## src/rtl/song_sequencer.sv

```systemverilog
// Note-table driven song sequencer: fetches (half-period, duration) entries and
// times tone/gap intervals. Define SONG_LOOP_EN to honour the loop input at song end.
module song_sequencer #(
    parameter int BEAT_DIV   = 25000000,
    parameter int GAP_CYCLES = 1000000
) (
    input  logic        clk,
    input  logic        rst_n,
    input  logic        start,
    input  logic        stop,
    input  logic        loop,
    input  logic        wr_en,
    input  logic [4:0]  wr_addr,
    input  logic [19:0] wr_data,
    output logic [14:0] note_value,
    output logic        note_enable,
    output logic        busy,
    output logic        done
);

    typedef enum logic [1:0] {
        IDLE  = 2'd0,
        FETCH = 2'd1,
        PLAY  = 2'd2,
        GAP   = 2'd3
    } state_t;

    localparam logic [31:0] BEAT_LAST = 32'(BEAT_DIV - 1);
    // The FETCH cycle counts as the final silent cycle, so GAP itself lasts GAP_CYCLES-1.
    localparam logic [31:0] GAP_LAST  = 32'(GAP_CYCLES - 2);
    localparam bit          GAP_SKIP  = (GAP_CYCLES == 1);

    logic [19:0] mem_r [32];
    logic [19:0] rd_data_r;

    state_t      state_r, state_s;
    logic [4:0]  addr_r, addr_s;
    logic [31:0] beat_cnt_r, beat_cnt_s;
    logic [31:0] cyc_cnt_r, cyc_cnt_s;
    logic [31:0] gap_cnt_r, gap_cnt_s;
    logic [14:0] note_value_r, note_value_s;
    logic        note_enable_r, note_enable_s;
    logic        busy_r, busy_s;
    logic        done_r, done_s;
    logic        note_done_s;
    logic        song_end_s;
    logic        loop_act_s;

`ifdef SONG_LOOP_EN
    assign loop_act_s = loop;
`else
    logic unused_loop_s;
    assign loop_act_s    = 1'b0;
    assign unused_loop_s = loop;
`endif

    // Note table: read of the upcoming address, old data returned on a same-address write.
    always_ff @(posedge clk) begin
        rd_data_r <= mem_r[addr_s];
        if (wr_en) begin
            mem_r[wr_addr] <= wr_data;
        end
    end

    // Next-state and next-output logic.
    always_comb begin
        state_s       = state_r;
        addr_s        = addr_r;
        beat_cnt_s    = beat_cnt_r;
        cyc_cnt_s     = cyc_cnt_r;
        gap_cnt_s     = gap_cnt_r;
        note_value_s  = note_value_r;
        note_enable_s = note_enable_r;
        done_s        = 1'b0;
        note_done_s   = 1'b0;
        song_end_s    = 1'b0;

        case (state_r)
            IDLE: begin
                if (start) begin
                    state_s    = FETCH;
                    addr_s     = 5'd0;
                    beat_cnt_s = 32'd0;
                    cyc_cnt_s  = 32'd0;
                    gap_cnt_s  = 32'd0;
                end else begin
                    state_s = IDLE;
                end
            end
            FETCH: begin
                if (rd_data_r[4:0] == 5'd0) begin
                    song_end_s = 1'b1;
                end else begin
                    note_value_s  = rd_data_r[19:5];
                    note_enable_s = (rd_data_r[19:5] != 15'd0);
                    beat_cnt_s    = {27'd0, rd_data_r[4:0]};
                    cyc_cnt_s     = 32'd0;
                    state_s       = PLAY;
                end
            end
            PLAY: begin
                if (cyc_cnt_r == BEAT_LAST) begin
                    cyc_cnt_s = 32'd0;
                    if (beat_cnt_r == 32'd1) begin
                        note_enable_s = 1'b0;
                        if (GAP_SKIP) begin
                            note_done_s = 1'b1;
                        end else begin
                            state_s   = GAP;
                            gap_cnt_s = 32'd0;
                        end
                    end else begin
                        beat_cnt_s = beat_cnt_r - 32'd1;
                    end
                end else begin
                    cyc_cnt_s = cyc_cnt_r + 32'd1;
                end
            end
            GAP: begin
                if (gap_cnt_r == GAP_LAST) begin
                    note_done_s = 1'b1;
                end else begin
                    gap_cnt_s = gap_cnt_r + 32'd1;
                end
            end
            default: begin
                state_s = IDLE;
            end
        endcase

        if (note_done_s) begin
            if (addr_r == 5'd31) begin
                song_end_s = 1'b1;
            end else begin
                addr_s  = addr_r + 5'd1;
                state_s = FETCH;
            end
        end else begin
            note_done_s = 1'b0;
        end

        if (song_end_s) begin
            done_s        = 1'b1;
            note_enable_s = 1'b0;
            addr_s        = 5'd0;
            beat_cnt_s    = 32'd0;
            cyc_cnt_s     = 32'd0;
            gap_cnt_s     = 32'd0;
            state_s       = loop_act_s ? FETCH : IDLE;
        end else begin
            song_end_s = 1'b0;
        end

        // Abort wins over everything, including a simultaneous start or song end.
        if (stop) begin
            state_s       = IDLE;
            addr_s        = 5'd0;
            beat_cnt_s    = 32'd0;
            cyc_cnt_s     = 32'd0;
            gap_cnt_s     = 32'd0;
            note_value_s  = 15'd0;
            note_enable_s = 1'b0;
            done_s        = 1'b0;
        end else begin
            done_s = done_s;
        end

        busy_s = (state_s != IDLE);
    end

    // Sequencer state and registered outputs.
    always_ff @(posedge clk or negedge rst_n) begin
        if (!rst_n) begin
            state_r       <= IDLE;
            addr_r        <= 5'd0;
            beat_cnt_r    <= 32'd0;
            cyc_cnt_r     <= 32'd0;
            gap_cnt_r     <= 32'd0;
            note_value_r  <= 15'd0;
            note_enable_r <= 1'b0;
            busy_r        <= 1'b0;
            done_r        <= 1'b0;
        end else begin
            state_r       <= state_s;
            addr_r        <= addr_s;
            beat_cnt_r    <= beat_cnt_s;
            cyc_cnt_r     <= cyc_cnt_s;
            gap_cnt_r     <= gap_cnt_s;
            note_value_r  <= note_value_s;
            note_enable_r <= note_enable_s;
            busy_r        <= busy_s;
            done_r        <= done_s;
        end
    end

    assign note_value  = note_value_r;
    assign note_enable = note_enable_r;
    assign busy        = busy_r;
    assign done        = done_r;

endmodule

```

## config.mk

```make
export PLATFORM = sky130hd
export DESIGN_NAME = song_sequencer
export DESIGN_NICKNAME = d
export VERILOG_FILES = /design/src/rtl/song_sequencer.sv
export SDC_FILE = /design/constraint.sdc
export NUM_CORES = 1
export LEC_CHECK = 0
export BUFFER_PORTS_ARGS = -buffer_cell sky130_fd_sc_hd__buf_2
export CAP_MARGIN = 20
export CORE_MARGIN = 3
export CORE_UTILIZATION = 49
export DETAILED_ROUTE_END_ITERATION = 10
export PLACE_DENSITY_LB_ADDON = 0.1
export SLEW_MARGIN = 20
export SYNTH_ARGS = -nofsm -noshare
export SYNTH_HDL_FRONTEND = slang
export SYNTH_SLANG_ARGS = --single-unit
```

## constraint.sdc

```tcl
create_clock -name clk -period 5.8 [get_ports clk]
set_clock_uncertainty 0.2 [all_clocks]
set_input_delay 1.16 -clock clk [delete_from_list [all_inputs] [get_ports clk]]
set_output_delay 1.16 -clock clk [all_outputs]
set_load 0.01 [all_outputs]
```

# Word level (Yosys, flattened, before mapping)
# Memory sizes are Yosys's and may differ from the RTL's. A register that Yosys moved wholly into a read port is not among the register bits.
# Index checks and enable logic that the tools add are counted.
[totals]
mem_count = 1
mem_bits_rw = 640
reg_bits = 121
[mem_list]
columns = ["name", "words", "word_bits", "rd", "rd_ports_with_merged_regs", "write_ports", "line", "rtl"]
rows = [
  ["mem_r", 32, 20, 1, 1, 1, "33", "logic [19:0] mem_r [32];"],
]
[op_classes]
n_addsub = 4
n_reduce_logical = 13
eq_ne = 14
muxes = 52
[op_table]
columns = ["op", "n"]
rows = [
  ["32-bit 2-to-1 mux", 15],
  ["32-bit case mux with 3 select lines", 3],
  ["32-bit by 1-bit adder with 32-bit output, second input constant", 2],
  ["15-bit 2-to-1 mux", 3],
  ["32-bit by 1-bit == test with 1-bit output, second input constant", 1],
  ["32-bit by 20-bit == test with 1-bit output, second input constant", 1],
  ["32-bit by 25-bit == test with 1-bit output, second input constant", 1],
  ["32-bit by 1-bit subtractor with 32-bit output, second input constant", 1],
  ["5-bit 2-to-1 mux", 6],
  ["4-bit != test, second input constant", 6],
  ["1-bit 2-to-1 mux", 16],
  ["15-bit nonzero test", 1],
  ["2-bit 2-to-1 mux", 7],
  ["5-bit AND reduction", 2],
  ["5-bit nonzero test", 2],
  ["2-bit case mux with 3 select lines", 1],
  ["5-bit by 1-bit adder with 5-bit output, second input constant", 1],
  ["5-bit == test, second input constant", 1],
  ["5-bit zero test", 1],
  ["2-bit == test, second input constant", 2],
  ["4-bit AND reduction", 1],
  ["2-bit nonzero test", 2],
  ["4-bit nonzero test", 1],
  ["3-bit AND reduction", 1],
  ["5 further kinds", 5],
]

# Longest topological paths before layout
# Gate-level depths: netlist (run 1).
[depth]
word_depth = 9
depth_mapped = 16
ltp_nobuf = 12

# Worst setup path before layout (run 1)
# OpenSTA, ideal clock, no wires.
[synth_timing]
path_kind = "register to register"
from = "reg gap_cnt_r[6]"
to = "reg rd_data_r[17] (read register of mem_r)"
setup_slack_ns = 2.062
t_arrival_ns = 3.422
period_less_slack_ns = 3.738
required_time_ns = 5.484
path_stages_with_launch = 10
path_cell_list = "dfrtp_1 > or4_4 > or4_1 > nor2_1 > mux2_2 > or2_2 > nor2_1 > clkbuf_1 > a21oi_1 > o211a_1"
[synth_between]
elab_chain_len = 6
[synth_rtl]
columns = ["element", "line", "rtl"]
rows = [
  ["start: declaration", "40", "logic [31:0] gap_cnt_r, gap_cnt_s;"],
  ["start signal: assignment", "188", "gap_cnt_r <= gap_cnt_s;"],
  ["32-bit by 20-bit == test with 1-bit output (*)", "120", "if (gap_cnt_r == GAP_LAST) begin"],
  ["1-bit 2-to-1 mux (*)", "120", ""],
  ["1-bit 2-to-1 mux (*)", "78", "case (state_r)"],
  ["5-bit 2-to-1 mux / 1-bit 2-to-1 mux (equally long branches)", "131", "if (note_done_s) begin"],
  ["5-bit 2-to-1 mux (*)", "142", "if (song_end_s) begin"],
  ["5-bit 2-to-1 mux (*)", "155", "if (stop) begin"],
  ["end: declaration", "34", "logic [19:0] rd_data_r;"],
]
# Every way passes the cells marked *; elsewhere a longest branch is shown, timed or not.
# A chain may end at the register's enable or synchronous reset.

# Worst setup path in the final report (run 1)
[layout_timing]
from = "reg state_r[1]"
to = "reg rd_data_r[1] (read register of mem_r)"
[layout_between]
elab_chain_len = 6
[layout_rtl]
columns = ["element", "line", "rtl"]
rows = [
  ["start: declaration", "36", "state_t state_r, state_s;"],
  ["start signal: assignment", "184", "state_r <= state_s;"],
  ["2-bit by 1-bit == test with 1-bit output / 2-bit zero test (equally long branches)", "78", ""],
  ["1-bit 2-to-1 mux / 5-bit 2-to-1 mux (equally long branches)", "78", ""],
  ["1-bit 2-to-1 mux / 5-bit 2-to-1 mux (equally long branches)", "132", "if (addr_r == 5'd31) begin"],
  ["1-bit 2-to-1 mux / 5-bit 2-to-1 mux (equally long branches)", "131", ""],
  ["5-bit 2-to-1 mux (*)", "142", ""],
  ["5-bit 2-to-1 mux (*)", "155", ""],
]
# Marked as above.

==> impl_metrics.toml, run 1 <==
[final_layout]
drive_gt1_share_pct = 17.9
seqCellArea_um2 = 22600
post-route-util_pct = 56.8
nNetsFinal = 2271
syn2layout_area_growth_pct = 13.8
fillCellCount = 4980
multi_input_area_um2 = 8580

[global_routing]
grt_pass1_wl_mm = 123
grt_max_degree = 146
antenna_found_initial = 5
grt_pass1_vias = 19153
grt_usage_pct = 24.5
grt-ovfl-total = 0

[timing]
max_freq_ghz = 0.215
setup_viol = 0
rsz0062_at_grt = "no"
layout_min_cycle_time_ns = 4.66
relSlewSlack_pct = 25.7
setup_tns_ns = 0
drv_slew = 0
worst_pin_slew_ns = 1.11
report.final.hold_viol_count = 0
period_share_pct = 80.3

[clock_network]
clk_pin_slew_worst_paths_ns = 0.06
cts.sinks = 781
ctsHtreeMaxLevel = 3
worstSkewPairLatency_ns = 0.63
cts-hold-fix-buffers = 0
cts_buffers = 82
cts_resized = 0
cts_tree = "done"
clockBufferDepth = 3
cts-root-buf = "clkbuf_16"
cts_setup_buffers = 0

[detailed_routing]
drtIter0Drc = 2082
num_vias = 19505
drt_pass1_iterations = 5
routed_wl_mm = 82.7
viasPerCell = 6.21
wl_per_cell_um = 26.3
drc = 0
antenna_left = 0

[hold_path]
worstHoldPathType = "reg2reg"

[synthesis]
ys_top_cells_by_area = "edfxtp_1 61%, dfrtp_1 9.6%, mux2_2 2.8%"
synth-warning-count = 0
ys_ff_latch = 781
synth_top_area_share_pct = 60.7
synth_common_cells = "640 x edfxtp_1, 150 x nor2_1, 130 x nand2_1"
synth-edff-count = 640
yosys.cell_count.top_type = "edfxtp_1"
avgSynthCellArea_um2 = 14.9
ys.flop_type = "edfxtp_1"
ys_seq_area_share_pct = 71.6
netlist_area_um2 = 31600
synth_nets = 2165
synth.distinct_cells = 72
yosysTopAreaCell = "edfxtp_1"
synthCells = 2122
synthArstFlopShare_pct = 15.5

[placement]
dp_hpwl_mm = 47.9
io_buffers = 47
place_congestion = 0.862

[floorplan]
die_y_um = 260
die-area_um2 = 67700
core.rowCount = 92
io_pins = 49
core-area_um2 = 63400
fp.dieW_um = 260
start_util_pct = 49.9

[setup_path]
crit_path_cell_trace = "inv_1, ha_1, nor4b_1, a21oi_1, o2111ai_1, and2_2, buf_4, nand2_1, and3_1, a2111oi_1, o221a_1"
worst_setup_path_start_kind = "flop"
critPathKind = "reg2reg"
cp_slowest_cell = "a2111oi_1"
critPathBufInv = 2
crit_required_ns = 6.16
r2r_slack_ns = 1.14
critPathCaptureType = "flop"
critPathMaxFanout = 42
cp_top_family = "compound AO/OA/AOI/OAI gates"
cp.arrival_ns = 5.01
critPathMaxStageDelay_ns = 0.87

[job]
maxCapViolCount = 0

[power]
leakagePower_nw = 12.1
peakVddDrop_mv = 0.237
cellPowerDensity_nw_per_um2 = 338
power_mw = 12.2

[status]
outcome = "finished, final reports clean"
==> worst reg2reg max path: stages (launching register included) <==
cell and delay, ns:
dfrtp_1 0.42, inv_1 0.09, ha_1 0.34, nor4b_1 0.69, a21oi_1 0.33, o2111ai_1 0.24
and2_2 0.27, buf_4 0.53, nand2_1 0.12, and3_1 0.19, a2111oi_1 0.87, o221a_1 0.32
==> per-layer routing <==
metal	vias to the layer above	global-route usage, %	part of all wire, %
met5	-	0	0.030
met4	4	7.65	2.8
met3	132	4.39	7.3
met2	703	38.8	47
met1	10010	34.8	43
li1	8656	-	-
==> per-stage QoR <==
stage | instances | setup WS (ns) | hold slack, ns | area [um2]
floorplan | 2122 | 2.06 | 0.245 | 31600
global route | 3140 | 0.915 | 0.333 | 36000
finish | 3143 | 1.14 | 0.285 | 36000
detailed placement | 2990 | 1.00 | 0.290 | 33300
global placement | 2990 | 1.01 | 0.261 | 33300
CTS | 3140 | 1.03 | 0.293 | 36000
==> final timing paths <==
kind / startpoint / end / cells after the start
hold reg to reg: rd_data_r[18]$_DFF_P_ / note_value[13]$_DFFE_PN0P_ / 2
hold / removal: rd_data_r[18]$_DFF_P_ / note_value[13]$_DFFE_PN0P_ / 2
min in group asynchronous: rst_n / cyc_cnt_r[0]$_DFFE_PN0P_ / 1
setup / recovery: state_r[1]$_DFF_PN0_ / rd_data_r[1]$_DFF_P_ / 11
max in group asynchronous: rst_n / beat_cnt_r[28]$_DFFE_PN0P_ / 2
setup reg to reg: state_r[1]$_DFF_PN0_ / rd_data_r[1]$_DFF_P_ / 11
==> where the power goes <==
group / leakage (nW) / switching, mW / internal, mW
Sequential: 7.61 / 0.0640 / 6.18
Combinational: 3.17 / 0.473 / 0.241
Clock: 1.32 / 2.14 / 3.08
==> placed cells by master, fill, tap and decap left out, drive strengths merged, types with 51 or more instances in the layout <==
| master | n |
|---|---|
| edfxtp | 640 |
| nand2 | 130 |
| nor2 | 151 |
| o221ai | 81 |
| mux2i | 59 |
| buf | 135 |
| and3 | 60 |
| o21ai | 65 |
| dfrtp | 121 |
| o22ai | 82 |
| mux2 | 78 |
| clkbuf | 117 |
| a21oi | 51 |
==> flip-flops by register name, summed over array words and instances (netlist names) <==
| register | cells |
|---|---|
| cyc_cnt_r | 32 |
| mem_r | 640 |
| addr_r | 5 |
| note_enable | 1 |
| state_r | 2 |
| rd_data_r | 20 |
| gap_cnt_r | 32 |
| beat_cnt_r | 32 |
| busy | 1 |
| note_value | 15 |
| done | 1 |
==> final cells by class <==
| type | count | area share, % |
|---|---|---|
| Sequential cell | 781 | 62.9 |
| Multi-Input combinational cell | 1204 | 23.8 |
| Clock buffer | 117 | 6.49 |
| Tap cell | 846 | 2.94 |
| Timing Repair Buffer | 135 | 2.60 |
| Clock inverter | 33 | 0.945 |
| Inverter | 24 | 0.271 |
| Antenna cell | 3 | 0.0209 |
==> cells by family after synthesis <==
family | Yosys count | share of synthesized area, %
muxes | 156 | 6.00
xor gates and xnor gates | 49 | 1.36
adders and majority gates | 12 | 0.475
and+or+nand+nor | 567 | 9.10
DFF | 781 | 71.6
buffers and inverters | 137 | 1.82
AOI/OAI and AO/OA | 420 | 9.68
Note: power is estimated with default switching activity, not from simulation.
==> run 2, diff against run 1 <==
- clock period: 5.8 -> 4.78 ns (I/O delays scaled with it)
==> impl_metrics.toml, run 2 (synthesis gave the netlist of run 1 again) <==
[global_routing]
grt_max_degree = 79
grt-ovfl-total = 0
antenna_found_initial = 5
grt_pass1_wl_mm = 123
grt_pass1_vias = 19669
grt_usage_pct = 24.5

[final_layout]
layout_common_cells = "640 x edfxtp_1, 129 x nand2_1, 121 x dfrtp_1"
final_common_cell = "edfxtp_1"
fillCellCount = 4991
multi_input_area_um2 = 8560
final_cell_area_um2 = 36200
nNetsFinal = 2303
syn2layout_area_growth_pct = 14.4
largest_register = "mem_r"
drive_gt1_share_pct = 19.2
largest_reg_flops = 640
seqCellArea_um2 = 22600

[power]
swShare_pct = 22.1
switchingPower_mw = 3.24
seq_power_share_pct = 51.8
intPower_mw = 11.4
leakagePower_nw = 12.2
cellPowerDensity_nw_per_um2 = 404
pwr-share-clk_pct = 42.2
p_comb_share_pct = 5.9
peakVddDrop_mv = 0.283

[clock_network]
cts-hold-fix-buffers = 0
cts-root-buf = "clkbuf_16"
ctsHtreeMaxLevel = 3
cts.sinks = 781
cts_setup_buffers = 0
clockBufferDepth = 3
clk_pin_slew_worst_paths_ns = 0.05
cts_resized = 0
cts_tree = "done"
cts_buffers = 82
worstSkewPairLatency_ns = 0.63

[detailed_routing]
routed_wl_mm = 81.7
num_vias = 19442
viasPerCell = 6.13
drt_pass1_iterations = 6
drtIter0Drc = 1880
antenna_left = 0
wl_per_cell_um = 25.8
drc = 0

[timing]
worst_pin_slew_ns = 1.02
report.final.hold_viol_count = 0
setup_tns_ns = 0
setup_viol = 0
period_share_pct = 90.9
rsz0062_at_grt = "no"
layout_min_cycle_time_ns = 4.35
relSlewSlack_pct = 31.8
hold_ws_ns = 0.191
drv_slew = 0
max_freq_ghz = 0.230

[setup_path]
cpMostUsedCell = "buf_4"
critPathKind = "reg2reg"
worst_setup_path_start_kind = "flop"
critPathMaxFanout = 42
crit_required_ns = 5.09
crit_path_cell_trace = "inv_1, ha_1, or4bb_1, or4_1, o2111ai_1, and2_2, buf_4, nand2_1, and3_1, a2111oi_0, buf_4, o221a_1"
cp_slowest_cell = "buf_4"
critPathMaxStageDelay_ns = 0.50
cp.arrival_ns = 4.65
critPathCaptureType = "flop"

[floorplan]
start_util_pct = 49.9
core.rowCount = 92
die-area_um2 = 67700
fp.dieW_um = 260
core-area_um2 = 63400
die_y_um = 260
io_pins = 49

[placement]
place_area_um2 = 33600
io_buffers = 47
place_congestion = 0.854
dp_hpwl_mm = 49.5

[job]
maxCapViolCount = 0

[status]
outcome = "finished, final reports clean"

[hold_path]
worstHoldPathType = "in2async"
==> run 2: changes by cell type in the layout (fill, tap and decap cells not counted), sizes merged <==
cell	before	now
clkinv	24	33
clkinvlp	0	1
diode	3	2
bufinv	6	4
buf	135	167
inv	27	28
clkbuf	117	108
==> run 2: final cells by class <==
cell class	instances	share of cell area (%)
antenna	2	0.0138
clock buffer	108	6.31
timing repair buffer	167	3.30
inverter	24	0.270
tap	846	2.93
multi-input combinational	1204	23.7
clock inverter	42	0.934
sequential	781	62.6
==> run 2: routing by layer <==
metal,vias up,GRT usage [%],part of all wire [%]
li1,8722,-,-
met1,9934,33.0,42
met2,653,40.3,48
met3,129,5.37,7.5
met4,4,6.95,2.5
met5,-,0,0.022
==> run 2: stage by stage <==
step / util [%] / setup WS (ns) / cells / power (mW)
2_1_floorplan: - / 1.04 / 2122 / 8.24
3_3_place_gp: 52.9 / 0.415 / 3022 / 8.56
3_5_place_dp: 52.9 / 0.457 / 3022 / 8.59
4_1_cts: 57.0 / 0.472 / 3172 / 14.8
5_1_grt: 57.0 / 0.185 / 3172 / 15.1
6_report: 57.1 / 0.433 / 3174 / 14.6
==> run 2: power by group through the flow <==
stage                     registers [mW]  clock network (mW)  logic, mW
after CTS                           7.58                6.30      0.872
after global routing                7.60                6.56      0.967
final                               7.59                6.18      0.866
after detailed placement            7.72                   0      0.865
after floorplan                     7.71                   0      0.534
after global placement              7.71                   0      0.846
==> run 2: path summary, 6_finish.rpt <==
kind / start / to / slack [ns] / depth (start not counted)
max in group asynchronous: rst_n / beat_cnt_r[12]$_DFFE_PN0P_ / 3.36 / 2
hold / removal: rst_n / cyc_cnt_r[18]$_DFFE_PN0P_ / 0.19 / 1
min in group clk: beat_cnt_r[9]$_DFFE_PN0P_ / beat_cnt_r[9]$_DFFE_PN0P_ / 0.29 / 1
setup / recovery: gap_cnt_r[0]$_DFFE_PN0P_ / rd_data_r[12]$_DFF_P_ / 0.43 / 12
setup reg to reg: gap_cnt_r[0]$_DFFE_PN0P_ / rd_data_r[12]$_DFF_P_ / 0.43 / 12
hold reg to reg: beat_cnt_r[9]$_DFFE_PN0P_ / beat_cnt_r[9]$_DFFE_PN0P_ / 0.29 / 1
==> run 2: worst max-delay path: cells and delay by family (launching register included) <==
family | cells | cell delay (ns)
adder cells (fa/ha/maj) | 1 | 0.19
buffers and inverters | 3 | 0.78
flip-flops | 1 | 0.43
AND/OR/NAND/NOR | 5 | 1.44
AO/OA/AOI/OAI | 3 | 1.18
